--- src/rtl/md_issue_ctrl.sv ---
`default_nettype none
// ---------------------------------------------------------------------------
// md_issue_ctrl: issues HI/LO mult/div ops for one cycle, shadows unit busy
// Revision: 1.0
// ---------------------------------------------------------------------------
module md_issue_ctrl #(
  parameter int MULT_LAT = 5,
  parameter int DIV_LAT  = 10
) (
  input  logic        clk,
  input  logic        reset,
  input  logic        int_req,
  input  logic        d_valid,
  input  logic [7:0]  d_md_op,
  input  logic [7:0]  md_busy_i,
  input  logic        md_start_i,
  input  logic [31:0] hi_i,
  input  logic [31:0] lo_i,
  output logic [7:0]  md_op_o,
  output logic        stall_d,
  output logic [31:0] mf_data_o,
  output logic        mf_valid_o,
  output logic        err_o
);

  localparam logic [1:0] S_IDLE  = 2'd0;
  localparam logic [1:0] S_MWAIT = 2'd1;
  localparam logic [1:0] S_DWAIT = 2'd2;

  localparam logic [7:0] C_MULT_LAT = 8'(MULT_LAT);
  localparam logic [7:0] C_DIV_LAT  = 8'(DIV_LAT);

  logic [1:0]  state_q, state_d;
  logic [7:0]  cnt_q, cnt_d;
  logic [7:0]  md_op_q, md_op_d;
  logic [31:0] mf_data_q, mf_data_d;
  logic        mf_valid_q, mf_valid_d;
  logic        err_q, err_d;

  logic w_d_start, w_d_mt, w_d_mf, w_d_md;
  logic w_q_start, w_q_mult, w_q_div;
  logic w_blocked, w_mismatch;

  assign w_d_start = (d_md_op >= 8'd24) && (d_md_op <= 8'd27);
  assign w_d_mt    = (d_md_op == 8'd28) || (d_md_op == 8'd29);
  assign w_d_mf    = (d_md_op == 8'd30) || (d_md_op == 8'd31);
  assign w_d_md    = w_d_start | w_d_mt | w_d_mf;

  assign w_q_mult  = (md_op_q == 8'd24) || (md_op_q == 8'd25);
  assign w_q_div   = (md_op_q == 8'd26) || (md_op_q == 8'd27);
  assign w_q_start = w_q_mult | w_q_div;

  // A START still sitting in the ALUop slot blocks HI/LO access before the FSM has left IDLE.
  assign w_blocked = (state_q != S_IDLE) | w_q_start;
  assign stall_d   = ~reset & d_valid & w_d_md & w_blocked;

  assign w_mismatch = ((state_q != S_IDLE) && (cnt_q > 8'd1) && (md_busy_i == 8'd0))
                    | ((state_q == S_IDLE) && (md_busy_i != 8'd0))
                    | (md_start_i != w_q_start);

  always_comb begin
    md_op_d = 8'd0;
    if (d_valid && (w_d_start || w_d_mt) && !stall_d && !int_req) begin
      md_op_d = d_md_op;
    end

    state_d = state_q;
    cnt_d   = cnt_q;
    case (state_q)
      S_IDLE: begin
        // An interrupt on the issue edge cancels the op; the unit ignores it too.
        if (!int_req && w_q_mult) begin
          state_d = S_MWAIT;
          cnt_d   = C_MULT_LAT;
        end else if (!int_req && w_q_div) begin
          state_d = S_DWAIT;
          cnt_d   = C_DIV_LAT;
        end
      end
      S_MWAIT, S_DWAIT: begin
        if (cnt_q > 8'd1) begin
          cnt_d = cnt_q - 8'd1;
        end else begin
          cnt_d   = 8'd0;
          state_d = S_IDLE;
        end
      end
      default: begin
        state_d = S_IDLE;
        cnt_d   = 8'd0;
      end
    endcase

    mf_valid_d = d_valid & w_d_mf & ~stall_d;
    mf_data_d  = mf_data_q;
    if (mf_valid_d) begin
      mf_data_d = (d_md_op == 8'd30) ? hi_i : lo_i;
    end

    err_d = err_q | w_mismatch;
  end

  always_ff @(posedge clk) begin
    if (reset) begin
      state_q    <= S_IDLE;
      cnt_q      <= 8'd0;
      md_op_q    <= 8'd0;
      mf_data_q  <= 32'd0;
      mf_valid_q <= 1'b0;
      err_q      <= 1'b0;
    end else begin
      state_q    <= state_d;
      cnt_q      <= cnt_d;
      md_op_q    <= md_op_d;
      mf_data_q  <= mf_data_d;
      mf_valid_q <= mf_valid_d;
      err_q      <= err_d;
    end
  end

  assign md_op_o    = md_op_q;
  assign mf_data_o  = mf_data_q;
  assign mf_valid_o = mf_valid_q;
  assign err_o      = err_q;

endmodule
`default_nettype wire

--- config.mk ---
export PLATFORM = sky130hd
export DESIGN_NAME = md_issue_ctrl
export DESIGN_NICKNAME = d
export VERILOG_FILES = /design/src/rtl/md_issue_ctrl.sv
export SDC_FILE = /design/constraint.sdc
export NUM_CORES = 1
export LEC_CHECK = 0
export CAP_MARGIN = 20
export CORE_MARGIN = 3
export CORE_UTILIZATION = 43
export CTS_CLUSTER_DIAMETER = 100
export CTS_CLUSTER_SIZE = 10
export DETAILED_ROUTE_END_ITERATION = 12
export GPL_ROUTABILITY_DRIVEN = 1
export PLACE_DENSITY = 0.85
export SYNTH_ARGS = -nofsm -noshare
export SYNTH_HDL_FRONTEND = slang
export SYNTH_SLANG_ARGS = --single-unit
export TNS_END_PERCENT = 20
--- constraint.sdc ---
create_clock -name clk -period 5.54 [get_ports clk]
set_input_delay 0.831 -clock clk [delete_from_list [all_inputs] [get_ports clk]]
set_output_delay 0.831 -clock clk [all_outputs]
set_load 0.01 [all_outputs]
==> results.sh, run 1 <==
export IMPL_status="finished, final reports clean"
export IMPL_fillers=449
export IMPL_timing_rr_start="state_q[1]$_SDFFE_PP0P_"
export IMPL_coreArea_mm2=0.00561
export IMPL_cts_root_buf="clkbuf_8"
export IMPL_critPathBufInv=3
export IMPL_start_util=0.454
export IMPL_dpl_hpwl_um=5280
export IMPL_crit_path_end_kind="output pin"
export IMPL_cp_endpoint="stall_d"
export IMPL_cellPowerDensity_mw_per_mm2=180
export IMPL_antenna_found_initial=0
export IMPL_cp_depth=5
export IMPL_ir_drop_mv=0.104
export IMPL_layout_min_cycle_time_ps=3560
export IMPL_wl_per_cell_um=15.7
export IMPL_first_pass_iters=4
export IMPL_critical_path_class="input pin to output pin"
export IMPL_cp_top_family="buffers and inverters"
export IMPL_pin_count=128
export IMPL_crit_path_cell_trace="clkdlybuf4s50_1 > buf_4 > or4_4 > nor2_1 > clkdlybuf4s50_1"
export IMPL_synth_cell_types=51
export IMPL_synth_seq_cells=52
export IMPL_clock_skew_final_ps=11.5
export IMPL_drtIter0Drc=178
export IMPL_postCtsResizedCells=0
export IMPL_grt_pass1_wl_um=11800
export IMPL_power_frac_seq=0.530
export IMPL_netSwitchingFraction=0.242
export IMPL_slowest_stage="or4_4"
export IMPL_nNetsFinal=469
export IMPL_netlist_area_mm2=0.00255
export IMPL_wirelength_um=7130
export IMPL_setup_ws_ps=1980
export IMPL_n_antenna_cell=0
export IMPL_timing_fmax_ghz=0.281
export IMPL_power_frac_comb=0.141
export IMPL_ys_seq_area_frac=0.409
export IMPL_arrival_ps=2730
export IMPL_grt_max_degree=47
export IMPL_htreeDepth=2
export IMPL_cp_max_fo=46
export IMPL_rrSetupSlack_ps=3170
export IMPL_avgSynthCellArea_um2=9.83
export IMPL_place_ws_ps=2000
export IMPL_hold_viol_final=0
export IMPL_timing_final_crit_share=0.642
export IMPL_maxSlewViolCount=0
export IMPL_clock_latency_ps=310
export IMPL_cp_required_ps=4710
export IMPL_switchingPower_mw=0.173
export IMPL_r2r_cells=7
export IMPL_dieArea_mm2=0.00688
export IMPL_postCtsSetupRepairBufs=0
export IMPL_path_common_cell="clkdlybuf4s50_1"
export IMPL_ys_warn_count=0
export IMPL_overflow=0
export IMPL_route_detailed_drc=0
export IMPL_clockBufferDepth=2
export IMPL_p_clk_frac=0.329
export IMPL_die_w_um=83.0
export IMPL_clkSinkCount=52
export IMPL_via_per_inst=5.50
export IMPL_postCtsHoldBufs=0
export IMPL_cts_tree="yes"
export IMPL_row_count=27
export IMPL_startpoint_type="input pin"
export IMPL_r2r_end="mf_data_o[7]$_SDFFE_PP0P_"
export IMPL_internal_power_mw=0.542
export IMPL_cts_buffers=5
export IMPL_drive_gt1_frac=0.0709
export IMPL_syn_to_final_growth_pct=55.8
export IMPL_path_clk_slew_ps=100
export IMPL_grt_usage=0.203
export IMPL_place_gp_congestion=0.834
export IMPL_max_stage_delay_ps=550
export IMPL_die_y_um=83.0
export IMPL_portBuffers=127
export IMPL_tns_ps=0
export IMPL_vias=2490
export IMPL_grt_pass1_vias=2490
export IMPL_worst_slew_pin_slew_ps=922
export IMPL_finalSetupViolCount=0
export IMPL_drt_antenna_violating_nets=0
export IMPL_static_leakage_power_nw=1.41
export IMPL_critPathLaunch="reset"
export IMPL_hold_path_class="register to register"
export IMPL_postSynthCellCount=259
export IMPL_drv_cap=0
export IMPL_slew_headroom=0.385
export IMPL_rsz0062_at_grt="false"
per-stage QoR:
step	util	total power [mW]	cell area [um2]	instances	hold slack [ps]
final	0.707	0.715	3970	453	498
after detailed placement	0.690	0.489	3870	445	490
after floorplan	-	0.418	2550	261	467
after global routing	0.707	0.743	3970	453	534
after CTS	0.707	0.717	3970	453	504
after global placement	0.687	0.488	3850	444	479
sequential cells by signal, summed over array words and instances, names as in the netlist:
register    cells
cnt_q           8
err_o           1
md_op_o         8
mf_data_o      32
mf_valid_o      1
state_q         2
worst min path at each step:
stage | from | endpoint | cells after the start
final | err_o$_SDFF_PP0_ | err_o$_SDFF_PP0_ | 2
after global routing | err_o$_SDFF_PP0_ | err_o$_SDFF_PP0_ | 2
after CTS | err_o$_SDFF_PP0_ | err_o$_SDFF_PP0_ | 2
after detailed placement | err_o$_SDFF_PP0_ | err_o$_SDFF_PP0_ | 2
after global placement | err_o$_SDFF_PP0_ | err_o$_SDFF_PP0_ | 2
after floorplan | state_q[0]$_SDFFE_PP0P_ | state_q[0]$_SDFFE_PP0P_ | 2
routing by layer:
layer	track usage	wire, um
met1	0.242	2920
met2	0.341	3450
met3	0.0734	626
met4	0.0594	121
met5	0	0
worst register-to-register path: cells and delay by family (launching register included):
family          cells  cell delay, ps
buf+inv             3             670
simple gates        1             580
flops               1             340
compound gates      2             340
fa+ha+maj           1             310
cell type report:
type | instances | area, um2 | area share
inverters | 8 | 30.0 | 0.00757
flip-flops and latches | 52 | 1040 | 0.262
repair buffers | 131 | 1300 | 0.329
multi-input cells | 182 | 1410 | 0.354
clock buffers | 5 | 68.8 | 0.0173
well taps | 72 | 90.1 | 0.0227
clock inverters | 3 | 28.8 | 0.00725
cell usage in the layout, fill, tap and decap left out, drive strengths merged, types with 4 or more instances in the layout:
cell type,netlist,layout
a211oi,33,33
a21oi,36,36
a31oi,5,5
and2,5,5
buf,13,5
clkbuf,6,5
clkdlybuf4s50,0,126
dfxtp,52,52
ha,4,4
inv,8,11
mux2i,32,32
nand2,7,7
nand4,4,4
nor2,7,7
nor4,4,4
Yosys cell counts, drive strengths merged:
cell type,count,area share
nor4,4,0.015
conb,1,0.0015
a22oi,1,0.0029
nand3,2,0.0039
o311ai,2,0.0069
xor2,1,0.0034
a41oi,1,0.0034
o31ai,1,0.0084
clkbuf,6,0.0088
ha,4,0.020
buf,13,0.025
nor3,1,0.0020
a21boi,3,0.010
a211oi,33,0.097
a31oi,5,0.012
o31a,1,0.0034
inv,8,0.012
o41a,1,0.0044
o21a,1,0.0029
and4bb,1,0.0049
nand2b,1,0.0025
or2,2,0.0059
nor2,7,0.010
a311o,1,0.0039
and2,5,0.012
o32ai,3,0.010
nand2,7,0.010
nor4b,3,0.015
nand4,4,0.0098
nand4b,1,0.0034
or4,3,0.012
mux2i,32,0.13
a21oi,36,0.071
o41ai,1,0.011
nand4bb,1,0.011
o21ai,3,0.0059
nor3b,1,0.0029
nor2b,1,0.0025
or3,2,0.0049
dfxtp,52,0.41
a311oi,2,0.0093
a211o,1,0.0034
cells by family (layout without fill, tap and decap cells):
group,after synthesis,after routing,share of synthesized area
flops,52,52,0.409
fa+ha+maj,4,4,0.0197
xor+xnor,1,1,0.00344
simple gates,46,46,0.128
mux,32,32,0.126
compound gates,96,96,0.267
buf+inv,27,147,0.0457
other cells,1,3,0.00147
power groups by stage:
stage	clock network (mW)	registers [mW]	logic [mW]
final	0.235	0.379	0.101
after CTS	0.236	0.379	0.102
after global placement	0	0.387	0.100
after detailed placement	0	0.387	0.102
after floorplan	0	0.388	0.0297
after global routing	0.255	0.379	0.108
No activity file was read; power rests on OpenSTA's default activity.
==> inputs of run 2 (changes only) <==
Settings changed: CORE_UTILIZATION 43 to 40, PLACE_DENSITY 0.85 to 0.8.
Clock period 5.54 ns to 3.45 ns, I/O delays scaled along.
==> results.sh, run 2 (synthesized netlist as in run 1, its figures left out) <==
export IMPL_worst_slew_pin_slew_ps=946
export IMPL_portBuffers=127
export IMPL_cts_tree="yes"
export IMPL_final_common_cell="clkdlybuf4s50_1"
export IMPL_rsz0062_at_grt="false"
export IMPL_cp_max_fo=3
export IMPL_vias=2482
export IMPL_n_antenna_cell=0
export IMPL_netSwitchingFraction=0.211
export IMPL_drv_cap=0
export IMPL_grt_pass1_vias=2552
export IMPL_fin_area_mm2=0.00398
export IMPL_max_stage_delay_ps=550
export IMPL_drt_antenna_violating_nets=0
export IMPL_timing_fmax_ghz=0.357
export IMPL_grt_max_degree=46
export IMPL_cts_root_buf="clkbuf_8"
export IMPL_wirelength_um=7330
export IMPL_htreeDepth=2
export IMPL_arrival_ps=2280
export IMPL_coreArea_mm2=0.00603
export IMPL_cp_top_family="buffers and inverters"
export IMPL_route_detailed_drc=0
export IMPL_cts_buffers=5
export IMPL_layout_min_cycle_time_ps=2800
export IMPL_pin_count=128
export IMPL_clockBufferDepth=2
export IMPL_static_leakage_power_nw=1.42
export IMPL_die_y_um=85.8
export IMPL_largest_register_ffs=32
export IMPL_die_w_um=85.8
export IMPL_grt_pass1_wl_um=12000
export IMPL_status="finished, final reports clean"
export IMPL_power_frac_comb=0.135
export IMPL_clkSinkCount=52
export IMPL_postCtsResizedCells=0
export IMPL_final_cell_mix="clkdlybuf4s50_1, dfxtp_1, a21oi_1"
export IMPL_cellPowerDensity_mw_per_mm2=303
export IMPL_timing_final_crit_share=0.811
export IMPL_dpl_hpwl_um=5450
export IMPL_critPathBufInv=2
export IMPL_crit_path_end_kind="output pin"
export IMPL_grt_usage=0.200
export IMPL_finalSetupViolCount=0
export IMPL_slew_headroom=0.370
export IMPL_postCtsHoldBufs=0
export IMPL_path_common_cell="clkdlybuf4s50_1"
export IMPL_drive_gt1_frac=0.0735
export IMPL_dieArea_mm2=0.00736
export IMPL_maxSlewViolCount=0
export IMPL_startpoint_type="input pin"
export IMPL_syn_to_final_growth_pct=56.4
export IMPL_ir_drop_mv=0.170
export IMPL_place_area_mm2=0.00386
export IMPL_power_frac_seq=0.504
export IMPL_nNetsFinal=469
export IMPL_wl_per_cell_um=16.1
export IMPL_postCtsSetupRepairBufs=0
export IMPL_critPathLaunch="d_md_op[5]"
export IMPL_path_clk_slew_ps=90
export IMPL_row_count=28
export IMPL_start_util=0.423
export IMPL_clock_latency_ps=300
export IMPL_switchingPower_mw=0.254
export IMPL_p_clk_frac=0.362
export IMPL_postLayoutCoreUtil=0.661
export IMPL_min_from="state_q[0]$_SDFFE_PP0P_"
export IMPL_slowest_stage="clkdlybuf4s50_1"
export IMPL_timing_rr_start="state_q[0]$_SDFFE_PP0P_"
export IMPL_antenna_found_initial=0
export IMPL_clock_skew_final_ps=6.63
export IMPL_crit_path_cell_trace="clkdlybuf4s50_1 > nand4b_1 > or4_4 > nor2_1 > clkdlybuf4s50_1"
export IMPL_via_per_inst=5.44
export IMPL_drtIter0Drc=185
export IMPL_critical_path_class="input pin to output pin"
export IMPL_hold_path_class="register to register"
export IMPL_first_pass_iters=4
export IMPL_cp_required_ps=2930
export IMPL_place_gp_congestion=0.818
export IMPL_overflow=0
export IMPL_internal_power_mw=0.953
export IMPL_tns_ps=0
export IMPL_hold_viol_final=0
## run 2: cell count changes in the layout (fill, tap and decap cells not counted)
cell / change
inv_8: -1
buf_8: -1
clkinv_4: +1
inv_6: -2
clkbuf_8: +1
clkdlybuf4s50_1: -1
buf_2: +1
bufinv_16: +1
buf_4: +1
## run 2: metal layers
layer | vias up | GRT usage | wire (um)
met3 | 5 | 0.0749 | 693
li1 | 1231 | - | -
met1 | 1149 | 0.249 | 3070
met2 | 97 | 0.335 | 3540
met4 | 0 | 0.0345 | 32
met5 | - | 0 | 0
## run 2: area by class of cell
class,count,area [um2]
fill,504,2040
clock buffer,6,82.6
multi-input combinational,182,1410
sequential,52,1040
clock inverter,2,38.8
inverter,8,30.0
timing repair buffer,131,1290
tap,75,93.8
## run 2: final timing paths
path                                      to  slack [ps]  cells past startpoint
setup / recovery                     stall_d         650                      5
setup reg to reg  mf_data_o[16]$_SDFFE_PP0P_         990                      6
hold / removal       state_q[0]$_SDFFE_PP0P_         510                      2
hold reg to reg      state_q[0]$_SDFFE_PP0P_         510                      2
## run 2: through the flow
step	power (mW)	worst slack (ps)	hold slack, ps	cells
finish	1.21	652	510	456
global placement	0.783	688	484	448
floorplan	0.671	1600	467	261
global route	1.25	542	551	456
CTS	1.22	642	507	456
detailed placement	0.785	647	496	448
## run 2: tightest hold or removal path: stages, from the launching register on
cell	delay (ps)
dfxtp_1	330
o21ai_0	70
a21oi_1	60
## run 2: power groups by stage
stage,Clock [mW],Sequential (mW),Combinational (mW)
finish,0.436,0.608,0.163
detailed placement,0,0.622,0.163
global route,0.470,0.609,0.175
global placement,0,0.622,0.161
floorplan,0,0.623,0.0477
CTS,0.446,0.608,0.164
==> inputs of run 3 (changes only) <==
Clock period 3.45 ns to 2.6 ns, I/O delays scaled along.
==> results.sh, run 3 (synthesized netlist as in run 1, its figures left out) <==
export IMPL_nNetsFinal=472
export IMPL_hold_path_end="md_op_o[3]$_SDFF_PP0_"
export IMPL_cts_root_buf="clkbuf_8"
export IMPL_grt_use_met1=0.245
export IMPL_busiest_layer="met2"
export IMPL_cellPowerDensity_mw_per_mm2=392
export IMPL_startpoint_type="input pin"
export IMPL_portBuffers=127
export IMPL_grt_max_degree=46
export IMPL_hold_depth=3
export IMPL_power_frac_comb=0.140
export IMPL_timing_fmax_ghz=0.403
export IMPL_cp_max_fo=3
export IMPL_arrival_ps=2090
export IMPL_clock_skew_final_ps=7.51
export IMPL_die_w_um=85.8
export IMPL_cts_tree="yes"
export IMPL_n_antenna_cell=0
export IMPL_clock_latency_ps=300
export IMPL_final_cell_mix="clkdlybuf4s50_1, dfxtp_1, a21oi_1"
export IMPL_wirelength_um=7150
export IMPL_via_per_inst=5.45
export IMPL_place_gp_congestion=0.820
export IMPL_first_pass_iters=6
export IMPL_maxSlewViolCount=0
export IMPL_drtIter0Drc=165
export IMPL_drt_antenna_violating_nets=0
export IMPL_rrSetupSlack_ps=470
export IMPL_finalSetupViolCount=0
export IMPL_drv_cap=0
export IMPL_internal_power_mw=1.24
export IMPL_dpl_hpwl_um=5490
export IMPL_antenna_found_initial=0
export IMPL_ir_drop_mv=0.267
export IMPL_htreeDepth=2
export IMPL_grt_pass1_wl_um=11900
export IMPL_die_y_um=85.8
export IMPL_grt_use_met3=0.0845
export IMPL_cts_buffers=5
export IMPL_fillers=516
export IMPL_layout_min_cycle_time_ps=2480
export IMPL_pin_count=128
export IMPL_worst_slew_pin_slew_ps=615
export IMPL_r2r_end="cnt_q[4]$_SDFFE_PP0P_"
export IMPL_p_clk_frac=0.347
export IMPL_dieArea_mm2=0.00736
export IMPL_min_from="reset"
export IMPL_row_count=28
export IMPL_switchingPower_mw=0.332
export IMPL_p_total_mw=1.57
export IMPL_largest_register_ffs=32
export IMPL_cp_required_ps=2210
export IMPL_postCtsSetupRepairBufs=0
export IMPL_hold_viol_final=0
export IMPL_groute_layer_met2_usage=0.321
export IMPL_timing_rr_start="cnt_q[0]$_SDFFE_PP0P_"
export IMPL_route_detailed_drc=0
export IMPL_path_clk_slew_ps=90
export IMPL_overflow=0
export IMPL_r2r_cells=6
export IMPL_grt_pass1_vias=2572
export IMPL_vias=2501
export IMPL_coreArea_mm2=0.00603
export IMPL_wl_per_cell_um=15.6
export IMPL_hold_path_class="input pin to register"
export IMPL_crit_path_end_kind="output pin"
export IMPL_final_common_cell="clkdlybuf4s50_1"
export IMPL_power_frac_seq=0.514
export IMPL_static_leakage_power_nw=1.43
export IMPL_rsz0062_at_grt="false"
export IMPL_syn_to_final_growth_pct=57.2
export IMPL_tns_ps=0
export IMPL_status="finished, final reports clean"
export IMPL_clkSinkCount=52
export IMPL_timing_final_crit_share=0.954
export IMPL_start_util=0.423
export IMPL_netSwitchingFraction=0.211
export IMPL_clockBufferDepth=2
export IMPL_postCtsHoldBufs=0
export IMPL_drive_gt1_frac=0.0781
export IMPL_postCtsResizedCells=0
export IMPL_grt_usage=0.199
export IMPL_slew_headroom=0.590
export IMPL_critical_path_class="input pin to output pin"
[run 3: critical path, stage by stage]
cell and delay [ps]:
clkdlybuf4s50_1 470, or4_4 580, nor2_1 110, clkdlybuf4s50_1 550
[run 3: power by group through the flow]
stage	combinational [mW]	clock (mW)	sequential [mW]
2_1_floorplan	0.0633	0	0.827
3_3_place_gp	0.218	0	0.825
3_5_place_dp	0.220	0	0.825
4_1_cts	0.221	0.558	0.807
5_1_grt	0.235	0.592	0.808
6_report	0.219	0.544	0.806
[run 3: how the worst max path moves through the flow]
stage	from	end	slack (ps)	cells after the start
after floorplan	cnt_q[0]$_SDFFE_PP0P_	cnt_q[4]$_SDFFE_PP0P_	760	6
after global placement	d_md_op[7]	stall_d	150	4
after detailed placement	d_md_op[7]	stall_d	130	4
after CTS	d_md_op[7]	stall_d	120	4
after global routing	d_md_op[5]	stall_d	70	5
final	d_md_op[7]	stall_d	120	4
[run 3: cell type report]
type / count / area, um2 / share of cell area
Clock buffer: 6 / 72.6 / 0.0181
Sequential cell: 52 / 1040 / 0.260
Inverter: 8 / 30.0 / 0.00750
Timing Repair Buffer: 134 / 1330 / 0.331
Multi-Input combinational cell: 182 / 1410 / 0.351
Tap cell: 75 / 93.8 / 0.0234
Clock inverter: 2 / 35.0 / 0.00875
[run 3: routing by layer]
metal  routed length [um]  share of wire
met4                   21         0.0029
met3                  720           0.10
met5                    0              0
met2                 3420           0.48
met1                 2990           0.42
[run 3: through the flow]
step                instance area (um2)  setup slack, ps  utilization  hold slack, ps  cells
floorplan                          2550              759            -             466    261
global placement                   3900              151        0.647             483    451
detailed placement                 3900              130        0.647             500    451
CTS                                4000              117        0.664             429    459
global route                       4000             65.9        0.664             425    459
finish                             4000              120        0.664             441    459
